==> config.mk <==
export PLATFORM = sky130hd
export DESIGN_NAME = mem_access_ctrl
export DESIGN_NICKNAME = d
export VERILOG_FILES = /design/src/rtl/mem_access_ctrl.sv
export SDC_FILE = /design/constraint.sdc
export NUM_CORES = 1
export LEC_CHECK = 0
export ABC_AREA = 1
export BUFFER_PORTS_ARGS = -buffer_cell sky130_fd_sc_hd__buf_2
export CAP_MARGIN = 10
export CORE_ASPECT_RATIO = 1.4
export CORE_MARGIN = 8
export CORE_UTILIZATION = 51
export CTS_BUF_LIST = sky130_fd_sc_hd__clkbuf_8
export DETAILED_ROUTE_END_ITERATION = 10
export GPL_TIMING_DRIVEN = 0
export HOLD_SLACK_MARGIN = 0.05
export PLACE_DENSITY = 0.95
export SLEW_MARGIN = 20
export SYNTH_ARGS = -nofsm -noshare
export SYNTH_HDL_FRONTEND = slang
export SYNTH_SLANG_ARGS = --single-unit
==> constraint.sdc <==
create_clock -name Clock -period 2.5 [get_ports Clock]
set_input_delay 0 -clock Clock [delete_from_list [all_inputs] [get_ports Clock]]
set_output_delay 0 -clock Clock [all_outputs]
set_load 0.02 [all_outputs]
==> src/rtl/mem_access_ctrl.sv <==
// MEM-stage load/store sequencer between the EX/MEM register and Data_Memory.
// Build option: define MISALIGN_TRAP_EN to fault misaligned halfword/word accesses (cause 100).
module mem_access_ctrl #(
    parameter int ADDR_LIMIT = 4096,
    parameter int MAX_WAIT   = 64
) (
    input  logic        Clock,
    input  logic        Reset,
    input  logic        req_valid,
    input  logic        req_write,
    input  logic [2:0]  req_Func3,
    input  logic [31:0] req_Address,
    input  logic [31:0] req_Write_data,
    input  logic [4:0]  req_rd,
    output logic        Stall,
    output logic        Load_valid,
    output logic [31:0] Load_data,
    output logic [4:0]  Load_rd,
    output logic        Resp_fault,
    output logic [2:0]  Fault_cause,
    output logic        mem_Read,
    output logic        mem_Write,
    output logic [31:0] mem_Address,
    output logic [31:0] mem_Write_data,
    output logic [2:0]  mem_Func3,
    input  logic [31:0] mem_Read_data,
    input  logic        mem_busywait
);

    typedef enum logic [1:0] {IDLE, BUSY, RESP} state_t;

    localparam logic [31:0] LIMIT     = 32'(ADDR_LIMIT);
    localparam logic [7:0]  LAST_WAIT = 8'(MAX_WAIT - 1);

    localparam logic [2:0] CAUSE_NONE     = 3'b000;
    localparam logic [2:0] CAUSE_RANGE    = 3'b001;
    localparam logic [2:0] CAUSE_FUNC3    = 3'b010;
    localparam logic [2:0] CAUSE_TIMEOUT  = 3'b011;
    localparam logic [2:0] CAUSE_MISALIGN = 3'b100;

    state_t      state, state_next;
    logic [7:0]  wait_cnt;
    logic [4:0]  rd_q;
    logic [2:0]  req_cause;
    logic        accept;
    logic        finish_ok;
    logic        finish_timeout;

    // Request validation, highest priority first: func3, alignment, range.
    function automatic logic [2:0] check_request(input logic        write,
                                                 input logic [2:0]  f3,
                                                 input logic [31:0] addr);
        logic f3_ok;
        logic [2:0] cause;
        if (write) f3_ok = (f3 == 3'b000) || (f3 == 3'b001) || (f3 == 3'b010);
        else       f3_ok = (f3 == 3'b000) || (f3 == 3'b001) || (f3 == 3'b010) ||
                           (f3 == 3'b100) || (f3 == 3'b101);
        cause = CAUSE_NONE;
        if (!f3_ok) begin
            cause = CAUSE_FUNC3;
`ifdef MISALIGN_TRAP_EN
        end else if ((f3[1:0] == 2'b01 && addr[0]) ||
                     (f3[1:0] == 2'b10 && addr[1:0] != 2'b00)) begin
            cause = CAUSE_MISALIGN;
`endif
        end else if (addr >= LIMIT) begin
            cause = CAUSE_RANGE;
        end
        return cause;
    endfunction

    assign req_cause = check_request(req_write, req_Func3, req_Address);
    assign Stall     = (state == IDLE && req_valid) || (state == BUSY);

    always_comb begin
        state_next     = state;
        accept         = 1'b0;
        finish_ok      = 1'b0;
        finish_timeout = 1'b0;
        case (state)
            IDLE: begin
                if (req_valid) begin
                    accept     = 1'b1;
                    state_next = (req_cause == CAUSE_NONE) ? BUSY : RESP;
                end
            end
            BUSY: begin
                if (!mem_busywait) begin
                    finish_ok  = 1'b1;
                    state_next = RESP;
                end else if (wait_cnt == LAST_WAIT) begin
                    finish_timeout = 1'b1;
                    state_next     = RESP;
                end
            end
            RESP:    state_next = IDLE;
            default: state_next = IDLE;
        endcase
    end

    always_ff @(posedge Clock) begin
        if (Reset) begin
            state          <= IDLE;
            wait_cnt       <= 8'd0;
            rd_q           <= 5'd0;
            mem_Read       <= 1'b0;
            mem_Write      <= 1'b0;
            mem_Address    <= 32'd0;
            mem_Write_data <= 32'd0;
            mem_Func3      <= 3'd0;
            Load_valid     <= 1'b0;
            Load_data      <= 32'd0;
            Load_rd        <= 5'd0;
            Resp_fault     <= 1'b0;
            Fault_cause    <= CAUSE_NONE;
        end else begin
            state      <= state_next;
            Load_valid <= 1'b0;
            Resp_fault <= 1'b0;

            if (accept) begin
                if (req_cause == CAUSE_NONE) begin
                    mem_Address    <= req_Address;
                    mem_Write_data <= req_Write_data;
                    mem_Func3      <= req_Func3;
                    rd_q           <= req_rd;
                    mem_Read       <= !req_write;
                    mem_Write      <= req_write;
                    wait_cnt       <= 8'd0;
                end else begin
                    Resp_fault  <= 1'b1;
                    Fault_cause <= req_cause;
                end
            end

            if (state == BUSY) begin
                wait_cnt <= wait_cnt + 8'd1;
            end

            // Completion: the strobe direction tells a load from a store.
            if (finish_ok) begin
                mem_Read    <= 1'b0;
                mem_Write   <= 1'b0;
                Fault_cause <= CAUSE_NONE;
                if (mem_Read) begin
                    Load_valid <= 1'b1;
                    Load_data  <= mem_Read_data;
                    Load_rd    <= rd_q;
                end
            end

            if (finish_timeout) begin
                mem_Read    <= 1'b0;
                mem_Write   <= 1'b0;
                Resp_fault  <= 1'b1;
                Fault_cause <= CAUSE_TIMEOUT;
            end
        end
    end

endmodule
Yosys cells after proc, flatten, opt, wreduce, memory -nomap -nowiden. Index checks and enable logic that the tools add are counted.

Add/sub/neg operators: 1. Order comparisons: 1. Equal/unequal tests: 9. Mux-type cells: 26. Bitwise gates (word level): 1. Reduce and logical (&&, ||, !) cells: 20.

Operators by type and width (count): 32-bit by 13-bit greater-or-equal comparator with 1-bit output (second input constant) (1); 8-bit two-way mux (3); 2-bit two-way mux (9); 1-bit two-way mux (13); 2-bit AND reduction (5); 8-bit by 1-bit adder with 8-bit output (second input constant) (1); 8-bit by 6-bit equality test with 1-bit output (second input constant) (1); 3-bit equality test (second input constant) (2); 3-bit zero test (2); 1-bit logical OR (5); 2-bit case mux with 2 select lines (1); 2-bit nonzero test (2); 3-bit by 1-bit equality test with 1-bit output (second input constant) (1); 3-bit by 2-bit equality test with 1-bit output (second input constant) (1); 3-bit by 2-bit != test with 1-bit output (second input constant) (1); 3-bit != test (second input constant) (1); 3-bit nonzero test (1); 3-bit OR reduction (1); 2-bit by 1-bit equality test with 1-bit output (second input constant) (1); 2-bit zero test (1); 2-bit != test (second input constant) (1); 2-bit OR reduction (1); 1-bit logical AND (1); 1-bit zero test (1); 1-bit NOT (1).

Register bits after elaboration: 125. Bits of input ports: 109. Output and inout bits: 112. Logic and storage cells: 71.

Logic depth before layout (Yosys ltp). Gate-level depths: netlist of run 1.

Word-level depth: 12. Mapped depth: 10. Mapped depth without buffers: 9.

Worst setup path after synthesis of run 1. OpenSTA, ideal clock, no wires.

Path kind: register to register. Start point: register state[1]. End point: register mem_Address[31]. Setup time: 128 ps. Data arrival time: 1289 ps. Data required time: 2372 ps. Setup slack: 1084 ps. Stages on the path, launching flop included: 11. Path buffers: 2. Period minus slack after synthesis: 1416 ps. Cells stage by stage: dfxtp_1 > nor2_1 > inv_1 > nor2_1 > inv_2 > nor2_4 > inv_2 > buf_6 > buf_2 > nand2_1 > nor2_1.

Cells in the longest elaborated chain, start to end: 3.

RTL lines: from (decl) (line 41) `state_t state, state_next;`; from (signal assigned) (line 117) `state <= state_next;`; 2-bit zero test (line 80) `case (state)`; 1-bit two-way mux (line 80); 2-bit AND reduction (no source line); to (signal assigned) (line 123) `mem_Address <= req_Address;`; to (decl) (line 23) `output logic [31:0] mem_Address,`.

No other way between the ends. A chain may end at the register's enable or synchronous reset.

Worst setup path after layout of run 1.
Start point: register state[0]. End point: register Load_data[5].

Cells in the longest elaborated chain, start to end: 3.

RTL lines: 2-bit by 1-bit equality test with 1-bit output (line 80); 1-bit two-way mux (line 80); 2-bit AND reduction (no source line); to (signal assigned) (line 147) `Load_data <= mem_Read_data;`; to (decl) (line 17) `output logic [31:0] Load_data,`.

No other way between the ends.

==> out/metrics.yaml, run 1 <==
status: "finished, final reports clean"
hold_viol_final: 0
cts_tree: "yes"
grt_overflow: 0
relSlewSlack_pct: 43.5
maxCapViolations: 0
h-tree-depth: 4
p_total_uw: 4090
io_pins: 221
use_met2_pct: 53.0
grt_start_max_net_pins: 17
cts_resized: 0
rows: 40
clock.fmax_ghz: 0.424
syn_inst: 595
met1_usage_pct: 31.4
numCtsBuffers: 17
powerDensity_nw_per_um2: 579
grtUsageTotal_pct: 31.7
fin_worst_skew_ns: 0.0178
antenna_left: 0
clock_latency_ns: 0.44
coreArea_um2: 8610
setup_viol_count_final: 0
period_share_pct: 94.3
dp_hpwl_um: 10700
synth.avg_cell_area_um2: 7.62
criticalPathCategory: "flop to flop"
fin_nets: 1032
worst_pin_slew_ns: 0.839
r2r_cells: 9
cts.repair_timing.setup_buffer_count: 0
whs_path_depth: 7
min_from: "req_Address[21]"
synth_seq_area_share_pct: 55.2
crit_required_ns: 2.79
drv_slew: 0
die_width_um: 95.7
r2r-start: "state[0]$_SDFFE_PP0P_"
wl_per_cell_um: 19.0
hold_path_end: "Resp_fault$_SDFF_PP0_"
start_util_pct: 52.7
grt.busiest_layer: "met2"
leakage_uw: 0.00325
min_path_type: "input pin to flop"
grt_first_pass_wirelength_um: 30000
area_delta_synth_final_pct: 55.5
end_kind: "flop"
die_area_um2: 12200
multi_input_comb_area_um2: 1760
drt_iter0_drc: 414
drc: 0
place_congestion: 0.871
die_h_um: 128
via_per_inst: 5.43
ys_top_cells_by_area: "dfxtp_1 (55%), nand2_1 (13%), nor2_1 (9.7%)"
syn_area_um2: 4540
cts.clk_slew.worst_paths_ns: 0.08
drt-total-wl_um: 19800
antenna_found_initial: 1
peakVddDrop_mv: 0.450
grt_use_met3_pct: 10.8
cp_max_fo: 10
cp_data_arrival_time_ns: 2.65
vias: 5654
fin_crit_ns: 2.36
cts_sinks: 125
regToRegSetupSlack_ns: 0.14
clk_path_buf_depth: 2
first_pass_iters: 7
yosys.area.top_type_share_pct: 55.2
synth_nets: 705
ys_warn_count: 0
synth.largest_area_cell: "dfxtp_1"
startpoint_type: "flop"
drive_gt1_share_pct: 29.7
yosys.cell_types.count: 26
first_global_vias: 5864
ys_seq_elements: 125
worstReg2RegEnd: "Load_data[5]$_SDFFE_PP0P_"
rsz0062_at_grt: "no"
tns_ns: 0
cts_root_buf: "clkbuf_8"
fillers: 483
port_buffers: 218
seq_area_um2: 2500
## per-layer routing
metal / vias up / share of wire [%]
met3: 110 / 12
met4: 0 / 5.9
met2: 446 / 48
li1: 2541 / -
met1: 2557 / 34
met5: - / 0
## worst max-delay path, stage by stage, from the launching register on
cell	delay, ns
dfxtp_1	0.37
inv_2	0.05
nor2_4	0.21
nand2_2	0.13
inv_2	0.09
nand2_1	0.10
clkbuf_2	0.21
clkbuf_1	0.26
o21ai_0	0.72
nor2_1	0.08
## layout make-up
class | instances | share of cell area (%)
Clock inverter | 14 | 2.07
Multi-Input combinational cell | 411 | 24.9
Inverter | 24 | 1.28
Clock buffer | 18 | 3.51
Buffer | 35 | 2.64
Antenna cell | 1 | 0.0355
Sequential cell | 125 | 35.5
Tap cell | 105 | 1.86
Timing Repair Buffer | 308 | 28.2
## synth_stat cells
library cell and instances:
dfxtp_1 125, ha_1 1, nand4_1 1, nor2_4 2, nand4_2 1, nor2_1 117
conb_1 1, clkbuf_2 1, nand2_1 158, o21bai_1 2, o21ai_2 1, nand2_2 1
buf_6 5, o21ai_1 2, and2_1 1, nor2_2 1, inv_2 5, a21oi_1 68
inv_1 19, nand3_1 14, buf_2 10, clkbuf_1 16, nor3_2 1, o21ai_0 39
buf_4 1, buf_1 2
## metrics by stage
step / setup WS (ns) / utilization [%] / std cells / instance area (µm²) / hold WS (ns)
after CTS: 0.278 / 81.9 / 1040 / 7050 / 0.0921
after global routing: 0.0185 / 82.0 / 1041 / 7060 / 0.193
after global placement: 0.756 / 66.9 / 918 / 5760 / 0.237
after detailed placement: 0.694 / 66.9 / 918 / 5760 / 0.243
after floorplan: 1.08 / - / 595 / 4540 / 0.147
final: 0.142 / 82.0 / 1041 / 7060 / 0.179
## layout by cell type (no fill, tap or decap), drive strengths merged, types with 2 or more instances in the layout
cell / Yosys / layout
o21ai: 42 / 42
inv: 24 / 26
clkinvlp: 0 / 5
a21oi: 68 / 68
nand3: 14 / 14
buf: 18 / 236
dlygate4sd3: 0 / 90
nand2: 159 / 159
nor2: 120 / 120
dfxtp: 125 / 125
clkbuf: 17 / 35
bufinv: 0 / 2
nand4: 2 / 2
o21bai: 2 / 2
clkinv: 0 / 5
## registers in the layout, indices dropped and copies added (netlist names)
signal and flops:
Load_data 32, rd_q 5, mem_Func3 3, mem_Write 1, Load_rd 5, mem_Read 1
Load_valid 1, mem_Write_data 32, state 2, wait_cnt 8, Fault_cause 2, mem_Address 32
Resp_fault 1
## where the power goes
group,internal [µW],switching [µW],total [µW],leakage [µW]
Sequential,1990,2.87,2000,0.00101
Combinational,172,139,311,0.00205
Clock,911,869,1780,0.000188
Total,3080,1010,4090,0.00325
## how the worst max path moves through the flow
stage | from | to
global placement | state[0]$_SDFFE_PP0P_ | Load_data[5]$_SDFFE_PP0P_
detailed placement | state[0]$_SDFFE_PP0P_ | Load_data[0]$_SDFFE_PP0P_
finish | state[0]$_SDFFE_PP0P_ | Load_data[5]$_SDFFE_PP0P_
global route | state[0]$_SDFFE_PP0P_ | Load_data[5]$_SDFFE_PP0P_
floorplan | state[1]$_SDFFE_PP0P_ | mem_Address[31]$_SDFFE_PP0P_
CTS | state[1]$_SDFFE_PP0P_ | mem_Write$_SDFFE_PP0P_
## what timing repair did
action | 4_1_cts | 5_1_grt
setup endpoints to repair | 0 | 0
hold buffers | 90 | 0
endpoints found under the hold margin | 88 | 0
## kinds of logic after synthesis
kind of cell / Yosys count / share of synthesized area [%]
DFF: 125 / 55.2
buffers and inverters: 59 / 6.09
adders and majority gates: 1 / 0.276
other: 1 / 0.0827
AOI/OAI and AO/OA: 112 / 12.5
and+or+nand+nor: 297 / 25.8
Power figures use the tool's default switching activity.
==> inputs of run 2 (changes only) <==
CELL_PAD_IN_SITES_DETAIL_PLACEMENT = 0   (was not set)
CELL_PAD_IN_SITES_GLOBAL_PLACEMENT = 1   (was not set)
CORE_ASPECT_RATIO = 0.75   (was 1.4)
CORE_UTILIZATION = 35   (was 51)
==> run 2 against run 1 <==
  * Clock power is 10% higher
  * Sequential power hardly changed
  * Critical endpoint is now mem_Write$_SDFFE_PP0P_
  * Wire length is 21% lower
==> out/metrics.yaml, run 2 (synthesized netlist as in run 1, its figures left out) <==
h-tree-depth: 4  # unchanged
clk_path_buf_depth: 2  # unchanged
regToRegSetupSlack_ns: 0.32  # +0.18 ns
slowest_delay_ns: 0.55  # -0.17 ns
cts_sinks: 125  # unchanged
drive_gt1_share_pct: 29.8  # +0.032 points
design_area_um2: 7180  # +1.8%
top_regs: "Load_data (32), mem_Address (32), mem_Write_data (32)"
antenna_left: 0  # unchanged
numCtsBuffers: 17  # unchanged
cp_max_fo: 10  # unchanged
worst_pin_slew_ns: 0.611  # -0.228 ns
io_pins: 221  # unchanged
drt_iter0_drc: 249  # -40%
grt_overflow: 0  # unchanged
path_cells: "nor2_1 > inv_1 > nor2_1 > inv_2 > nor2_4 > inv_2 > buf_6 > buf_6 > nand2_1 > a21oi_1 > dlygate4sd3_1"
tns_ns: 0  # unchanged
criticalPathCategory: "flop to flop"
p_clk_share_pct: 46.2  # +2.6 points
drt-total-wl_um: 15600  # -21%
power_switching_uw: 962  # -4.9%
cts.repair_timing.setup_buffer_count: 0  # unchanged
grtUsageTotal_pct: 18.5  # -13 points
fin_worst_skew_ns: 0.0104  # -0.00739 ns
area_delta_synth_final_pct: 58.3
place_congestion: 0.782  # -10%
rsz0062_at_grt: "no"
setup_slack_ns: 0.319  # +0.178 ns
die_area_um2: 16900  # +38%
leakage_uw: 0.00327  # +0.58%
status: "finished, final reports clean"
die_width_um: 147  # +54%
antenna_found_initial: 0  # -1
maxCapViolations: 0  # unchanged
fin_nets: 1032  # unchanged
peakVddDrop_mv: 0.436  # -3.1%
relSlewSlack_pct: 59.3  # +16 points
hold_path_end: "Resp_fault$_SDFF_PP0_"
rows: 36  # -10%
fin_crit_ns: 2.18  # -0.178 ns
setup_viol_count_final: 0  # unchanged
crit_required_ns: 2.80  # about the same
cts.clk_slew.worst_paths_ns: 0.07  # about the same
grt_start_max_net_pins: 17  # unchanged
grt_first_pass_wirelength_um: 25200  # -16%
port_buffers: 218  # unchanged
via_per_inst: 4.48  # -18%
dpl_cell_area_um2: 5840  # +1.4%
min_path_type: "input pin to flop"
vias: 4950  # -12%
whs_path_depth: 7  # unchanged
hold_viol_final: 0  # unchanged
drv_slew: 0  # unchanged
cp_data_arrival_time_ns: 2.48  # -0.17 ns
start_util_pct: 35.3  # -17 points
drc: 0  # unchanged
min_from: "req_Address[29]"
coreArea_um2: 12800  # +49%
dp_hpwl_um: 10700  # -0.21%
pwr-share-seq_pct: 47.1  # -1.7 points
p_comb_share_pct: 6.8  # -0.8 points
wl_per_cell_um: 14.1  # -26%
worstReg2RegEnd: "mem_Write$_SDFFE_PP0P_"
cts_tree: "yes"
first_pass_iters: 5  # -2
first_global_vias: 4991  # -15%
startpoint_type: "flop"
dp_cells: 984  # +7.2%
clock_latency_ns: 0.41  # -0.03 ns
clock.fmax_ghz: 0.459  # +8.1%
r2r-start: "state[1]$_SDFFE_PP0P_"
powerDensity_nw_per_um2: 590  # +1.9%
r2r_cells: 11  # +2
fin_cells: 1106  # +6.2%
place_ws_ns: 0.747  # +0.0529 ns
p_sw_share_pct: 22.7  # -2.1 points
fillers: 1198  # +150%
cts_root_buf: "clkbuf_8"
final_util_pct: 56.0  # -26 points
end_kind: "flop"
die_h_um: 115  # -10%
slowest_stage: "dlygate4sd3_1"
internal_power_uw: 3280  # +6.5%
final_common_cell: "buf_2"
most-common-layout-cells: "buf_2 (228), nand2_1 (158), dfxtp_1 (125), nor2_1 (117), dlygate4sd3_1 (90)"
period_share_pct: 87.2  # -7.1 points
## run 2: changes by cell type in the layout (fill, tap and decap cells not counted)
cell and delta:
clkinvlp_4 -1, bufinv_16 +2, clkinv_2 -1, inv_1 -1
## run 2: repair_timing
action                                 in CTS  in global routing
endpoints found under the hold margin      88                  0
gates resized for setup                     0                  0
hold buffers                               90                  0
## run 2: how the worst max path moves through the flow
stage / start / end / cells past startpoint
finish: state[1]$_SDFFE_PP0P_ / mem_Write$_SDFFE_PP0P_ / 11
global route: state[1]$_SDFFE_PP0P_ / mem_Write$_SDFFE_PP0P_ / 9
CTS: req_Func3[1] / mem_Write$_SDFFE_PP0P_ / 13
detailed placement: state[0]$_SDFFE_PP0P_ / Load_rd[3]$_SDFFE_PP0P_ / 9
global placement: state[0]$_SDFFE_PP0P_ / Load_rd[3]$_SDFFE_PP0P_ / 9
floorplan: state[1]$_SDFFE_PP0P_ / mem_Address[31]$_SDFFE_PP0P_ / 10
## run 2: layer usage
metal,wire (µm),global-route usage (%),vias up
li1,-,-,2530
met1,6520,20.7,2223
met2,7460,31.4,178
met3,1410,7.39,19
met4,242,6.37,0
met5,0,0,-
## run 2: power groups by stage
stage | sequential, µW | clock, µW | combinational, µW
after floorplan | 2050 | 0 | 62.9
after global placement | 2040 | 0 | 174
after detailed placement | 2040 | 0 | 176
after CTS | 2000 | 2000 | 284
after global routing | 2000 | 2080 | 316
final | 2000 | 1960 | 287
## run 2: layout make-up
cell class / count / area [µm²] / share of cell area, %
Antenna cell: 1 / 2.50 / 0.0348
Buffer: 35 / 186 / 2.60
Timing Repair Buffer: 308 / 1990 / 27.7
Sequential cell: 125 / 2500 / 34.8
Inverter: 24 / 90.1 / 1.25
Tap cell: 171 / 214 / 2.98
Clock inverter: 13 / 190 / 2.65
Multi-Input combinational cell: 411 / 1760 / 24.5
Clock buffer: 18 / 248 / 3.45
## run 2: through the flow
| stage | total power (µW) | hold slack, ns |
|---|---|---|
| 3_5_place_dp | 2220 | 0.250 |
| 6_report | 4240 | 0.101 |
| 2_1_floorplan | 2110 | 0.147 |
| 5_1_grt | 4390 | 0.201 |
| 3_3_place_gp | 2220 | 0.235 |
| 4_1_cts | 4280 | 0.0786 |
## run 2: critical path, delay by kind of cell, from the launching register on
| family | cells | cell delay, ns |
|---|---|---|
| flops | 1 | 0.34 |
| compound gates | 1 | 0.05 |
| buf+inv | 6 | 1.07 |
| simple gates | 4 | 0.59 |
